## src/rtl/vga_scanout_if.sv

```systemverilog
// vga_scanout_if: frame_buffer read port and buffer-swap strobe between scanout and frame buffer.
interface vga_scanout_if #(
    parameter int ADDR_WIDTH = 19
);
    logic [ADDR_WIDTH-1:0] read_addr;
    logic                  read_data;
    logic                  swap;
    modport master (output read_addr, output swap, input read_data);
    modport slave  (input read_addr, input swap, output read_data);
endinterface

```

## src/rtl/vga_scanout.sv

```systemverilog
// vga_scanout: VGA timing, frame_buffer address walk, 2-stage output pipeline and swap pulse.
// Optional 1-pixel alignment outline when VGA_SCANOUT_BORDER_EN is defined.
module vga_scanout #(
    parameter int HOR_ACTIVE_PIXELS = 640,
    parameter int HOR_FRONT_PORCH   = 16,
    parameter int HOR_SYNC_PIXELS   = 96,
    parameter int HOR_BACK_PORCH    = 48,
    parameter int VER_ACTIVE_PIXELS = 480,
    parameter int VER_FRONT_PORCH   = 10,
    parameter int VER_SYNC_PIXELS   = 2,
    parameter int VER_BACK_PORCH    = 33,
    parameter int SYNC_ACTIVE_LOW   = 1
) (
    input  logic                 clk,
    input  logic                 rst,
    vga_scanout_if.master        fb,
    output logic                 hsync,
    output logic                 vsync,
    output logic                 video_de,
    output logic                 video_pixel
);
    localparam int HOR_TOTAL_PIXELS = HOR_ACTIVE_PIXELS + HOR_FRONT_PORCH + HOR_SYNC_PIXELS + HOR_BACK_PORCH;
    localparam int VER_TOTAL_PIXELS = VER_ACTIVE_PIXELS + VER_FRONT_PORCH + VER_SYNC_PIXELS + VER_BACK_PORCH;
    localparam int HW = $clog2(HOR_TOTAL_PIXELS);
    localparam int VW = $clog2(VER_TOTAL_PIXELS);
    localparam logic [HW-1:0] H_LAST = HW'(HOR_TOTAL_PIXELS - 1);
    localparam logic [HW-1:0] H_ACT  = HW'(HOR_ACTIVE_PIXELS);
    localparam logic [HW-1:0] HS_BEG = HW'(HOR_ACTIVE_PIXELS + HOR_FRONT_PORCH);
    localparam logic [HW-1:0] HS_END = HW'(HOR_ACTIVE_PIXELS + HOR_FRONT_PORCH + HOR_SYNC_PIXELS);
    localparam logic [VW-1:0] V_LAST = VW'(VER_TOTAL_PIXELS - 1);
    localparam logic [VW-1:0] V_ACT  = VW'(VER_ACTIVE_PIXELS);
    localparam logic [VW-1:0] V_ACT_M1 = VW'(VER_ACTIVE_PIXELS - 1);
    localparam logic [VW-1:0] VS_BEG = VW'(VER_ACTIVE_PIXELS + VER_FRONT_PORCH);
    localparam logic [VW-1:0] VS_END = VW'(VER_ACTIVE_PIXELS + VER_FRONT_PORCH + VER_SYNC_PIXELS);
    localparam logic SYNC_OFF = SYNC_ACTIVE_LOW != 0;

    logic [HW-1:0] h_cnt;
    logic [VW-1:0] v_cnt;
    logic h_wrap, active, hs_raw, vs_raw;
    logic active_d1, hs_d1, vs_d1, pix;

    always_comb begin
        h_wrap = h_cnt == H_LAST;
        active = h_cnt < H_ACT && v_cnt < V_ACT;
        hs_raw = h_cnt >= HS_BEG && h_cnt < HS_END;
        vs_raw = v_cnt >= VS_BEG && v_cnt < VS_END;
    end

`ifdef VGA_SCANOUT_BORDER_EN
    localparam logic [HW-1:0] H_ACT_M1 = HW'(HOR_ACTIVE_PIXELS - 1);
    logic border, border_d1;
    always_comb border = active && (h_cnt == '0 || h_cnt == H_ACT_M1 || v_cnt == '0 || v_cnt == V_ACT_M1);
    always_ff @(posedge clk) border_d1 <= rst ? 1'b0 : border;
    assign pix = active_d1 & (fb.read_data | border_d1);
`else
    assign pix = fb.read_data & active_d1;
`endif

    always_ff @(posedge clk) begin
        if (rst) begin
            h_cnt        <= '0;
            v_cnt        <= '0;
            fb.read_addr <= '0;
            fb.swap      <= 1'b0;
            active_d1    <= 1'b0;
            hs_d1        <= 1'b0;
            vs_d1        <= 1'b0;
            hsync        <= SYNC_OFF;
            vsync        <= SYNC_OFF;
            video_de     <= 1'b0;
            video_pixel  <= 1'b0;
        end else begin
            h_cnt <= h_wrap ? '0 : h_cnt + 1'b1;
            if (h_wrap)
                v_cnt <= v_cnt == V_LAST ? '0 : v_cnt + 1'b1;
            // address restarts as the counters enter the first blanking line
            fb.read_addr <= (h_wrap && v_cnt == V_ACT_M1) ? '0 :
                            active ? fb.read_addr + 1'b1 : fb.read_addr;
            fb.swap      <= h_cnt == '0 && v_cnt == V_ACT;
            active_d1    <= active;
            hs_d1        <= hs_raw;
            vs_d1        <= vs_raw;
            hsync        <= hs_d1 ^ SYNC_OFF;
            vsync        <= vs_d1 ^ SYNC_OFF;
            video_de     <= active_d1;
            video_pixel  <= pix;
        end
    end
endmodule
```

## src/flat_wrapper.sv

```systemverilog
// flat-port wrapper written by rule: the top's interface ports become plain ports
module vga_scanout_flat 
#(
    parameter int HOR_ACTIVE_PIXELS = 640,
    parameter int HOR_FRONT_PORCH   = 16,
    parameter int HOR_SYNC_PIXELS   = 96,
    parameter int HOR_BACK_PORCH    = 48,
    parameter int VER_ACTIVE_PIXELS = 480,
    parameter int VER_FRONT_PORCH   = 10,
    parameter int VER_SYNC_PIXELS   = 2,
    parameter int VER_BACK_PORCH    = 33,
    parameter int SYNC_ACTIVE_LOW   = 1
)
  (clk, rst, hsync, vsync, video_de, video_pixel, fb_read_addr, fb_swap, fb_read_data);
  vga_scanout_if fb_i ();
  input  logic clk;
  input  logic rst;
  output logic hsync;
  output logic vsync;
  output logic video_de;
  output logic video_pixel;
  output wire logic [$bits(fb_i.read_addr)-1:0] fb_read_addr;
  output wire logic [$bits(fb_i.swap)-1:0] fb_swap;
  input wire logic [$bits(fb_i.read_data)-1:0] fb_read_data;
  assign fb_read_addr = fb_i.read_addr;
  assign fb_swap = fb_i.swap;
  assign fb_i.read_data = fb_read_data;
  vga_scanout #(.HOR_ACTIVE_PIXELS(HOR_ACTIVE_PIXELS), .HOR_FRONT_PORCH(HOR_FRONT_PORCH), .HOR_SYNC_PIXELS(HOR_SYNC_PIXELS), .HOR_BACK_PORCH(HOR_BACK_PORCH), .VER_ACTIVE_PIXELS(VER_ACTIVE_PIXELS), .VER_FRONT_PORCH(VER_FRONT_PORCH), .VER_SYNC_PIXELS(VER_SYNC_PIXELS), .VER_BACK_PORCH(VER_BACK_PORCH), .SYNC_ACTIVE_LOW(SYNC_ACTIVE_LOW)) u_core (.clk(clk), .rst(rst), .fb(fb_i), .hsync(hsync), .vsync(vsync), .video_de(video_de), .video_pixel(video_pixel));
endmodule
```

## config.mk

```make
export PLATFORM = sky130hd
export DESIGN_NAME = vga_scanout_flat
export DESIGN_NICKNAME = d
export VERILOG_FILES = /design/src/rtl/vga_scanout_if.sv /design/src/rtl/vga_scanout.sv /design/src/flat_wrapper.sv
export SDC_FILE = /design/constraint.sdc
export NUM_CORES = 1
export LEC_CHECK = 0
export CAP_MARGIN = 10
export CORE_ASPECT_RATIO = 0.75
export CORE_MARGIN = 1
export CORE_UTILIZATION = 54
export DETAILED_ROUTE_END_ITERATION = 8
export GPL_TIMING_DRIVEN = 1
export PLACE_DENSITY = 0.78
export SETUP_SLACK_MARGIN = 0.2
export SYNTH_ARGS = -nofsm -noshare
export SYNTH_HDL_FRONTEND = slang
export SYNTH_SLANG_ARGS = --single-unit
export TNS_END_PERCENT = 30
```

## constraint.sdc

```tcl
create_clock -name clk -period 2 [get_ports clk]
set_input_delay 0.5 -clock clk [delete_from_list [all_inputs] [get_ports clk]]
set_output_delay 0.5 -clock clk [all_outputs]
set_load 0.02 [all_outputs]
```

==> results of run 1 <==
layout make-up:
cell class | count | share of cell area (%)
clock buffer | 6 | 2.73
clock inverter | 2 | 0.470
inverter | 6 | 0.847
multi-input combinational | 180 | 44.4
sequential | 47 | 35.5
tap | 52 | 2.45
timing repair buffer | 37 | 13.6
timing repair:
item	CTS	global route
pin swaps	0	0
resized for setup	2	15
endpoints found under the setup margin	36	37
cloned	0	0
buffers inserted	0	1
layout by cell type (no fill, tap or decap), drive strengths merged:
cell type and n:
and3b 2, or3 10, nor4bb 2, xor2 14, a41oi 1, clkbuf 6, a21oi 18, o21ai 11
nand3 17, nand4 13, o21bai 2, nor3b 1, nor3 4, clkdlybuf4s50 18, and4bb 1, nor2b 1
and2 1, xnor2 5, and4 5, and3 9, dlymetal6s2s 8, o31ai 5, nor2 27, clkinv 1
or4 6, nand2b 3, clkinvlp 1, dfxtp 47, inv 6, nor4 1, nor4b 1, ha 5
nand2 15, buf 11
per-stage QoR:
stage | hold WS (ns) | util [%] | setup slack, ns
after floorplan | 0.356 | - | 0.269
after global placement | 0.360 | 67.2 | 0.0433
after detailed placement | 0.366 | 67.2 | 0.0181
after CTS | 0.386 | 69.8 | 0.131
after global routing | 0.407 | 70.8 | 0.132
final | 0.383 | 70.8 | 0.176
path summary, 6_finish.rpt:
| kind | startpoint | end | slack, ns | cells past startpoint |
|---|---|---|---|---|
| max reg2reg | u_core.h_cnt[0] | u_core.v_cnt[7] | 0.23 | 6 |
| max | u_core.fb.read_addr[16] | fb_read_addr[16] | 0.18 | 1 |
| min | u_core.hs_d1 | u_core.hsync | 0.38 | 1 |
| min reg2reg | u_core.hs_d1 | u_core.hsync | 0.38 | 1 |
report_power, final:
part | leakage (nW) | switching (mW) | internal [mW] | total, mW
clock network | 0.0412 | 0.308 | 0.244 | 0.552
logic | 0.637 | 0.0424 | 0.0361 | 0.0785
registers | 0.381 | 0.0130 | 0.949 | 0.962
state kept, by name, indices dropped and copies added, names as in the netlist:
signal,cells
u_core.vsync,1
u_core.hs_d1,1
u_core.video_de,1
u_core.fb.read_addr,19
u_core.hsync,1
u_core.vs_d1,1
u_core.v_cnt,10
u_core.h_cnt,10
u_core.active_d1,1
u_core.video_pixel,1
u_core.fb.swap,1
cells by family (layout without fill, tap and decap cells):
logic type	Yosys count	after routing
simple gates	119	119
flops	47	47
compound gates	37	37
xor+xnor	19	19
buf+inv	15	51
fa+ha+maj	5	5
per-layer routing:
layer  vias to the layer above  global-route usage (%)  wire (um)
met5                         -                       0          0
met4                         0                    8.73         40
met3                         6                    6.18        238
met2                        56                    34.4       2080
met1                       866                    34.7       2340
li1                        939                       -          -
==> flow_summary.yaml, run 1 <==
status:
  status: "finished clean"
floorplan:
  dieArea_mm2: 0.00429
  num_io_pins: 27
  start_util_pct: 57.9
  core_area_mm2: 0.00376
  fp.dieW_um: 75.3
  rows: 19
  die_h_um: 56.9
detailed_routing:
  viasPerCell: 5.66
  wl_mm: 4.69
  drc: 0
  ant_nets: 0
  firstDrtPassIters: 4
  drt_iter0_drc: 183
  routedWlPerCell_um: 14.2
  via_count: 1867
placement:
  gp_congestion: 0.858
  numPortBuffers: 26
  place_area_mm2: 0.00252
  dp_cells: 321
  hpwl_mm: 3.27
run:
  drv_cap: 0
synth:
  ys_types: 36
  synth_top_family_by_area: "simple AND/OR/NAND/NOR gates"
  synth.ff_latch_count: 47
  synth-compound-area-share_pct: 11.1
  yosysTopAreaCellShare_pct: 43.3
  synthesis.area_mm2: 0.00217
  async_flop_share_pct: 0
  synth_edf_count: 0
  synth_seq_area_share_pct: 43.3
  synthMuxAreaShare_pct: 0
  yosys.area.top_type: "dfxtp_1"
  avgSynthCellArea_um2: 8.98
  synth_warnings: 0
  synth.area.top_cells: "dfxtp_1 43%, xor2_1 5.6%, nor2_1 4.5%"
  synth_most_common_cell: "dfxtp_1"
  yosys_most_used_dff: "dfxtp_1"
  yosys.area_share.xor_xnor_pct: 7.66
  synthTopCellsByCount: "47 x dfxtp_1, 26 x nor2_1, 18 x a21oi_1"
  synth_fa_ha_area_share_pct: 2.88
  synth_cells: 242
  yosys.area_share.simple_pct: 31.7
  syn-num-nets: 250
clock_network:
  clk_latency_ns: 0.30
  clkTransAtPathRegs_ns: 0.09
  cts_root_buffer: "clkbuf_8"
  cts_max_level: 2
  cts_buffer_depth: 2
  ctsHoldBuffers: 0
  cts_made_buffers: 5
  cts_tree: "built"
  cts_sinks: 47
sta:
  setup_viol: 0
  final_max_slew_viol_count: 0
  min_period_over_period_pct: 91.2
  clock_skew_ns: 0.00715
  slew_headroom_pct: 69.2
  hold_viol: 0
  clock.fmax_mhz: 548
  timing.setup.tns_ns: 0
  finalCriticalPeriod_ns: 1.82
  worst_slew_pin_slew_ns: 0.460
  rsz0062_at_grt: "yes"
final_layout:
  fillCellCount: 337
  drive_gt1_share_pct: 11.2
  multi_input_area_mm2: 0.00118
  design_area_mm2: 0.00266
  fin_cells: 330
  diodes: 0
  area_delta_synth_final_pct: 22.4
  layout.nets: 285
  regArea_um2: 945
critical_path:
  worstSetupEndpointType: "output pin"
  critPathBufInv: 1
  crit_family: "buffers and inverters"
  cp.required_ns: 1.50
  arrival_ns: 1.32
  slowest_stage: "clkdlybuf4s50_1"
  worstPathMaxFanout: 5
  worstSetupPathType: "register to output pin"
  worst_setup_path_start_kind: "register"
  slowest_delay_ns: 0.64
  worstPathCellList: "clkdlybuf4s50_1"
global_route:
  grt_pass1_wl_mm: 7.70
  overflow: 0
  grt_max_degree: 20
  grt_pass1_vias: 1694
  grt_usage_pct: 23.9
  antenna_found_initial: 0
power:
  p_leak_nw: 1.06
  ir_drop_mv: 0.503
  p_total_mw: 1.59
  powerDensity_mw_per_mm2: 599
hold_path:
  hold_class: "register to register"
Note: power is estimated with default switching activity, not from simulation.
==> inputs of run 2 (changes only) <==
- CAP_MARGIN: 10 -> default
==> results of run 2 <==
Final layout, timing and power as in run 1 (identical DEF).
